File: config.mk
export PLATFORM = sky130hd
export DESIGN_NAME = mem_arbiter
export DESIGN_NICKNAME = d
export VERILOG_FILES = /design/src/rtl/mem_arbiter.sv
export SDC_FILE = /design/constraint.sdc
export NUM_CORES = 1
export LEC_CHECK = 0
export BUFFER_PORTS_ARGS = -buffer_cell sky130_fd_sc_hd__buf_2
export CAP_MARGIN = 10
export CORE_AREA = 2 2 84 86
export CTS_CLUSTER_DIAMETER = 80
export DETAILED_ROUTE_END_ITERATION = 10
export DIE_AREA = 0 0 86 88
export PLACE_DENSITY_LB_ADDON = 0.3
export SLEW_MARGIN = 10
export SYNTH_ARGS = -nofsm -noshare
export SYNTH_HDL_FRONTEND = slang
export SYNTH_SLANG_ARGS = --single-unit
File: constraint.sdc
create_clock -name clk -period 3.5 [get_ports clk]
set_input_delay 0.35 -clock clk [delete_from_list [all_inputs] [get_ports clk]]
set_output_delay 0.35 -clock clk [all_outputs]
set_load 0.005 [all_outputs]
File: src/rtl/mem_arbiter.sv
// Single-port memory arbiter between instruction fetch and the data stage.
// Data wins by default; a fetch port starved for STARVE_MAX cycles is forced through.
module mem_arbiter #(
    parameter int ADDR_W     = 10,
    parameter int DATA_W     = 32,
    parameter int STARVE_MAX = 4
) (
    input  logic              clk,
    input  logic              rst,
    input  logic              i_req,
    input  logic [ADDR_W-1:0] i_addr,
    output logic              i_gnt,
    output logic              i_rvalid,
    output logic [DATA_W-1:0] i_rdata,
    input  logic              d_req,
    input  logic              d_we,
    input  logic [ADDR_W-1:0] d_addr,
    input  logic [DATA_W-1:0] d_wdata,
    output logic              d_gnt,
    output logic              d_rvalid,
    output logic [DATA_W-1:0] d_rdata,
    output logic [ADDR_W-1:0] mem_addr,
    output logic [DATA_W-1:0] mem_wdata,
    output logic              mem_wren,
    input  logic [DATA_W-1:0] mem_q,
    output logic              stall_if,
    output logic [15:0]       conflict_cnt
);

    localparam int SW = $clog2(STARVE_MAX + 1);
    localparam logic [SW-1:0] STARVE_TOP = SW'(STARVE_MAX);

    logic [SW-1:0] starve;
    logic          tag_i;
    logic          tag_d;
    logic          both;
    logic          force_i;

    assign both    = i_req & d_req;
    assign force_i = both & (starve == STARVE_TOP);

    assign d_gnt    = ~rst & d_req & ~force_i;
    assign i_gnt    = ~rst & i_req & (~d_req | force_i);
    assign stall_if = i_req & ~i_gnt;
    assign mem_wren = d_gnt & d_we;

    always_comb begin
        mem_addr  = '0;
        mem_wdata = '0;
        unique case (1'b1)
            d_gnt: begin
                mem_addr  = d_addr;
                mem_wdata = d_wdata;
            end
            i_gnt: mem_addr = i_addr;
            default: ;
        endcase
    end

    // Gating with rst hides a tag set by a read granted just before reset.
    assign i_rvalid = tag_i & ~rst;
    assign d_rvalid = tag_d & ~rst;
    assign i_rdata  = i_rvalid ? mem_q : '0;
    assign d_rdata  = d_rvalid ? mem_q : '0;

    always_ff @(posedge clk) begin
        if (rst) begin
            starve       <= '0;
            tag_i        <= 1'b0;
            tag_d        <= 1'b0;
            conflict_cnt <= '0;
        end else begin
            if (i_gnt || !i_req)
                starve <= '0;
            else if (starve != STARVE_TOP)
                starve <= starve + SW'(1);
            tag_i <= i_gnt;
            tag_d <= d_gnt & ~d_we;
            if (both && conflict_cnt != 16'hFFFF)
                conflict_cnt <= conflict_cnt + 16'd1;
        end
    end

endmodule
==> results.sh, run 1 <==
export IMPL_dr_pass1_iters=5
export IMPL_grt_start_max_net_pins=46
export IMPL_crit_path_cell_trace="inv_1 -> ha_1 -> nand2_1 -> a21oi_1 -> a22o_1 -> buf_2"
export IMPL_cts_setup_buffers=0
export IMPL_finalSetupViolCount=0
export IMPL_cts_tree="done"
export IMPL_netlist_area_um2=1871
export IMPL_max_cap_violations=0
export IMPL_synth_seq_cells=21
export IMPL_p_per_area_nw_per_um2=182.4
export IMPL_cpPeakStageDelay_ns=0.73
export IMPL_peakVddDrop_mv=0.1686
export IMPL_synth_area_top_cells="and2_1 (32%), dfxtp_1 (22%), a22o_1 (4.7%)"
export IMPL_hp_class="input port to flop"
export IMPL_num_rows=30
export IMPL_overflow=0
export IMPL_clock_sinks=21
export IMPL_synth_warning_count=0
export IMPL_rsz0062_at_grt="false"
export IMPL_io_pins=217
export IMPL_outcome="finished, final reports clean"
export IMPL_core_area_um2=6644
export IMPL_worst_path_max_delay_cell="a21oi_1"
export IMPL_antenna_found_initial=0
export IMPL_ant_nets=0
export IMPL_start_kind="flop"
export IMPL_period_needed_ns=2.428
export IMPL_drc_errors=0
export IMPL_synth_edff_count=0
export IMPL_slew_viol_final=0
export IMPL_die_area_um2=7568
export IMPL_syn_nets=337
export IMPL_cts_root_buf="clkbuf_8"
export IMPL_seq_area_frac_synth_pct=22.47
export IMPL_die_x_um=86
export IMPL_netlist_top_cells_count="and2_1 (97), dfxtp_1 (21), a21oi_1 (11), clkbuf_1 (11), a22o_1 (10)"
export IMPL_syn_to_final_growth_pct=64.15
export IMPL_place_hpwl_mm=5.650
export IMPL_die_h_um=88
export IMPL_wire_per_inst_um=13.06
export IMPL_tightestPinTransition_ns=0.8882
export IMPL_cts_made_buffers=3
export IMPL_start_util_pct=28.15
export IMPL_fin_crit_sh_pct=69.36
export IMPL_fmax_mhz=411.9
export IMPL_place_congestion=0.7571
export IMPL_cts_resized=0
export IMPL_power_total_mw=0.5600
export IMPL_path_max_fanout=12
export IMPL_finClkSkew_ns=0.008024
export IMPL_diodes=0
export IMPL_cts_max_level=1
export IMPL_drive_gt1_share_pct=51.54
export IMPL_cts_hold_buffers=0
export IMPL_clk_pin_slew_worst_paths_ns=0.09
export IMPL_grt_pass1_wl_mm=9.853
export IMPL_ctsLongestPathBuffers=2
export IMPL_p_leak_nw=1.747
export IMPL_hold_viol=0
export IMPL_end_kind="primary output"
export IMPL_drt_iter0_drc=72
export IMPL_drt_total_wl_mm=6.973
export IMPL_hp_start="d_we"
export IMPL_synth_top_cell_area_share_pct=32.44
export IMPL_yosysUniqueCellTypes=44
export IMPL_fin_nets=547
export IMPL_dp_worst_setup_slack_ns=1.144
export IMPL_setup_tns_final_ns=0
export IMPL_arrival_ns=2.08
export IMPL_grt_use_total_pct=15.98
export IMPL_critPathKind="flop to primary output"
export IMPL_syn_area_per_cell_um2=7.635
export IMPL_timing_slew_headroom_pct=40.79
export IMPL_r2r_start="conflict_cnt[0]"
export IMPL_yosysTopAreaCell="and2_1"
export IMPL_synthMostInstantiatedCell="and2_1"
export IMPL_crit_path_start="starve[0]"
export IMPL_vias=2482
export IMPL_io_buffers=216
export IMPL_async_flop_share_pct=0
export IMPL_viasPerCell=4.648
export IMPL_crit_buf_inv=2
export IMPL_cp_required_ns=3.15
export IMPL_synthCells=245
export IMPL_fin_ws_ns=1.072
export IMPL_dominantRegCellSynth="dfxtp_1"
export IMPL_insertion_delay_ns=0.27
export IMPL_path_delay_family="compound AO/OA/AOI/OAI gates"
export IMPL_grt_pass1_vias=2073
## layout make-up
| class | count | area, µm² |
|---|---|---|
| clock buffer | 3 | 41.29 |
| clock inverter | 1 | 7.507 |
| fill | 671 | 3573 |
| inverter | 7 | 26.28 |
| multi-input combinational | 202 | 1364 |
| sequential | 21 | 420.4 |
| tap | 80 | 100.1 |
| timing repair buffer | 220 | 1111 |
## where the power goes
part / switching [mW] / internal (mW)
clock network: 0.0855 / 0.0805
logic: 0.0664 / 0.0836
registers: 0.00255 / 0.241
total: 0.154 / 0.406
## worst paths after layout
| path | end | slack, ns | depth (start not counted) |
|---|---|---|---|
| worst min-delay path | tag_d | 0.31 | 2 |
| worst max register to register | conflict_cnt[14] | 1.49 | 5 |
| worst max-delay path | mem_addr[9] | 1.07 | 6 |
| worst min register to register | starve[0] | 0.46 | 1 |
## metrics by stage
step / std cells / hold slack [ns] / utilization, % / instance area [µm²]
finish: 534 / 0.3106 / 46.21 / 3070
global route: 534 / 0.3102 / 46.21 / 3070
CTS: 534 / 0.3075 / 46.21 / 3070
detailed placement: 530 / 0.4516 / 45.48 / 3022
global placement: 530 / 0.4450 / 45.48 / 3022
floorplan: 245 / 0.4216 / - / 1871
## logic make-up (layout without fill, tap and decap cells)
kind of cell	count (synthesis)	in the layout	share of synthesized area, %
adders and majority gates	3	3	2.007
muxes	4	4	2.341
buffers and inverters	22	231	4.615
DFF	21	21	22.47
AOI/OAI and AO/OA	41	41	16.39
and+or+nand+nor	154	154	52.17
## state kept, by name (all words and copies together) (netlist names)
name          cells
conflict_cnt     16
starve            3
tag_d             1
tag_i             1
## metal layers
| metal | track usage [%] | wire length, µm | part of all wire (%) | up-vias |
|---|---|---|---|---|
| li1 | - | - | - | 1258 |
| met1 | 20.18 | 2949 | 42 | 1095 |
| met2 | 28.05 | 3315 | 48 | 125 |
| met3 | 4.147 | 671 | 9.6 | 4 |
| met4 | 2.165 | 36 | 0.52 | 0 |
| met5 | 0 | 0 | 0 | - |
## worst register-to-register path, stage by stage (launching register included)
cell      delay (ns)
dfxtp_1         0.45
ha_1            0.34
nand3_2         0.20
nor4_2          0.38
o2111a_1        0.24
mux2_1          0.31
## cell usage in the layout (no fill, tap or decap), types with 2 or more instances in the layout
| cell | n |
|---|---|
| and2_1 | 97 |
| buf_4 | 4 |
| or4_1 | 4 |
| nand4_4 | 2 |
| o41ai_1 | 2 |
| nor2_1 | 9 |
| o21ai_0 | 4 |
| dfxtp_1 | 21 |
| nor3_1 | 4 |
| a211oi_1 | 4 |
| nand3_1 | 5 |
| or3_1 | 4 |
| ha_1 | 3 |
| buf_2 | 216 |
| mux2_2 | 2 |
| a21oi_1 | 11 |
| clkbuf_8 | 3 |
| or2_1 | 3 |
| inv_1 | 6 |
| o31ai_1 | 3 |
| nand4_1 | 2 |
| a22o_1 | 10 |
| nor2b_1 | 8 |
| nand2_1 | 6 |
Note: power is estimated with default switching activity, not from simulation.
==> run 2: changes to the inputs <==
clock period = 2 ns   (was 3.5 ns; I/O delays follow)
==> run 2 against run 1 <==
Sequential cell count unchanged. Global-route usage rose by 1.0 points. Combinational power increased by 93%. Routed wire length rose by 6.5%. Worst hold slack got worse by 0.15 ns. Via count is 2.5% higher. Critical path type unchanged.
==> results.sh, run 2 (synthesized netlist as in run 1, its figures left out) <==
export IMPL_syn_to_final_growth_pct=70.23
export IMPL_grt_use_total_pct=17.01
export IMPL_drt_iter0_drc=52
export IMPL_cts_made_buffers=3
export IMPL_place_hpwl_mm=5.891
export IMPL_critPathKind="flop to primary output"
export IMPL_antenna_found_initial=0
export IMPL_fin_nets=554
export IMPL_end_kind="primary output"
export IMPL_largest_register="conflict_cnt"
export IMPL_drive_gt1_share_pct=52.93
export IMPL_final_common_cell="buf_2"
export IMPL_vias=2545
export IMPL_rr_worst_depth=5
export IMPL_path_max_fanout=11
export IMPL_cp_required_ns=1.80
export IMPL_hp_class="input port to flop"
export IMPL_p_per_area_nw_per_um2=312.9
export IMPL_hp_start="d_we"
export IMPL_num_rows=30
export IMPL_die_area_um2=7568
export IMPL_cts_max_level=1
export IMPL_slew_viol_final=0
export IMPL_finalSetupViolCount=0
export IMPL_peakVddDrop_mv=0.2908
export IMPL_tightestPinTransition_ns=0.3850
export IMPL_crit_path_start="starve[0]"
export IMPL_ant_nets=0
export IMPL_io_pins=217
export IMPL_cts_root_buf="clkbuf_8"
export IMPL_grt_pass1_vias=2178
export IMPL_drt_total_wl_mm=7.427
export IMPL_grt_start_max_net_pins=34
export IMPL_insertion_delay_ns=0.26
export IMPL_start_kind="flop"
export IMPL_outcome="finished, final reports clean"
export IMPL_whs_endpoint="tag_d"
export IMPL_timing_slew_headroom_pct=74.18
export IMPL_die_h_um=88
export IMPL_arrival_ns=1.69
export IMPL_rr_endpoint="conflict_cnt[14]"
export IMPL_grt_pass1_wl_mm=10.47
export IMPL_die_x_um=86
export IMPL_fin_ws_ns=0.1071
export IMPL_p_leak_nw=1.802
export IMPL_rsz0062_at_grt="true"
export IMPL_core_area_um2=6644
export IMPL_viasPerCell=4.704
export IMPL_r2r_start="conflict_cnt[0]"
export IMPL_start_util_pct=28.15
export IMPL_finClkSkew_ns=0.003574
export IMPL_whs_path_depth=2
export IMPL_period_needed_ns=1.893
export IMPL_clk_pin_slew_worst_paths_ns=0.08
export IMPL_ctsLongestPathBuffers=2
export IMPL_overflow=0
export IMPL_clock_sinks=21
export IMPL_cts_tree="done"
export IMPL_cts_hold_buffers=0
export IMPL_diodes=0
export IMPL_top_regs="conflict_cnt x16, starve x3"
export IMPL_hold_viol=0
export IMPL_drc_errors=0
export IMPL_largest_reg_flops=16
export IMPL_io_buffers=216
export IMPL_hold_slack_ns=0.1641
export IMPL_max_cap_violations=0
export IMPL_fin_crit_sh_pct=94.65
export IMPL_layout_common_cells="buf_2 (216), and2_1 (97), dfxtp_1 (20)"
export IMPL_dr_pass1_iters=4
export IMPL_dp_worst_setup_slack_ns=0.1103
export IMPL_place_congestion=0.8157
export IMPL_r2r_slack_ns=0.17
export IMPL_fmax_mhz=528.3
export IMPL_wire_per_inst_um=13.73
==> run 2: how the worst max path moves through the flow <==
| stage | to | cells after the start |
|---|---|---|
| floorplan | conflict_cnt[14] | 5 |
| finish | mem_addr[0] | 7 |
| global route | mem_wdata[12] | 7 |
| global placement | conflict_cnt[14] | 5 |
| detailed placement | conflict_cnt[14] | 5 |
| CTS | mem_wdata[22] | 7 |
==> run 2: timing repair <==
item / in CTS / in global routing
setup endpoints to repair: 9 / 44
setup buffers: 1 / 0
pin swaps: 0 / 1
cloned: 1 / 1
gates resized for setup: 3 / 1
==> run 2: where the power goes <==
| part | switching [mW] | leakage, nW | total (mW) | internal [mW] |
|---|---|---|---|---|
| sequential | 0.00376 | 0.170 | 0.426 | 0.423 |
| combinational | 0.124 | 1.61 | 0.290 | 0.166 |
| clock | 0.138 | 0.0228 | 0.280 | 0.142 |
| total | 0.266 | 1.80 | 0.996 | 0.731 |
==> run 2: critical path, stage by stage (launching register included) <==
cell and delay, ns:
dfxtp_2 0.35, inv_1 0.05, ha_2 0.20, a311oi_4 0.24, buf_4 0.19, clkbuf_16 0.16, a22o_1 0.14, buf_2 0.11
==> run 2: metal layers <==
metal  wire length, µm  up-vias  track usage, %
met3               644        2           4.053
met4                27        0           2.165
met5                 0        -               0
li1                  -     1273               -
met2              3735      130           30.44
met1              3019     1140           21.30
==> run 2: area by class of cell <==
| cell class | instances | area [µm²] |
|---|---|---|
| fill | 692 | 3460 |
| multi-input combinational | 202 | 1373 |
| clock buffer | 4 | 45.04 |
| inverter | 7 | 26.28 |
| timing repair buffer | 227 | 1219 |
| sequential | 21 | 421.7 |
| tap | 80 | 100.1 |
==> run 2: metrics by stage <==
stage	cell area (µm²)	total power, mW	util [%]	cells	setup TNS (ns)
2_1_floorplan	1871	0.5354	-	245	0
3_3_place_gp	3064	0.7047	46.12	534	0
3_5_place_dp	3064	0.7099	46.12	534	0
4_1_cts	3157	1.003	47.51	540	0
5_1_grt	3184	1.057	47.93	541	-0.002499
6_report	3184	0.9964	47.93	541	0
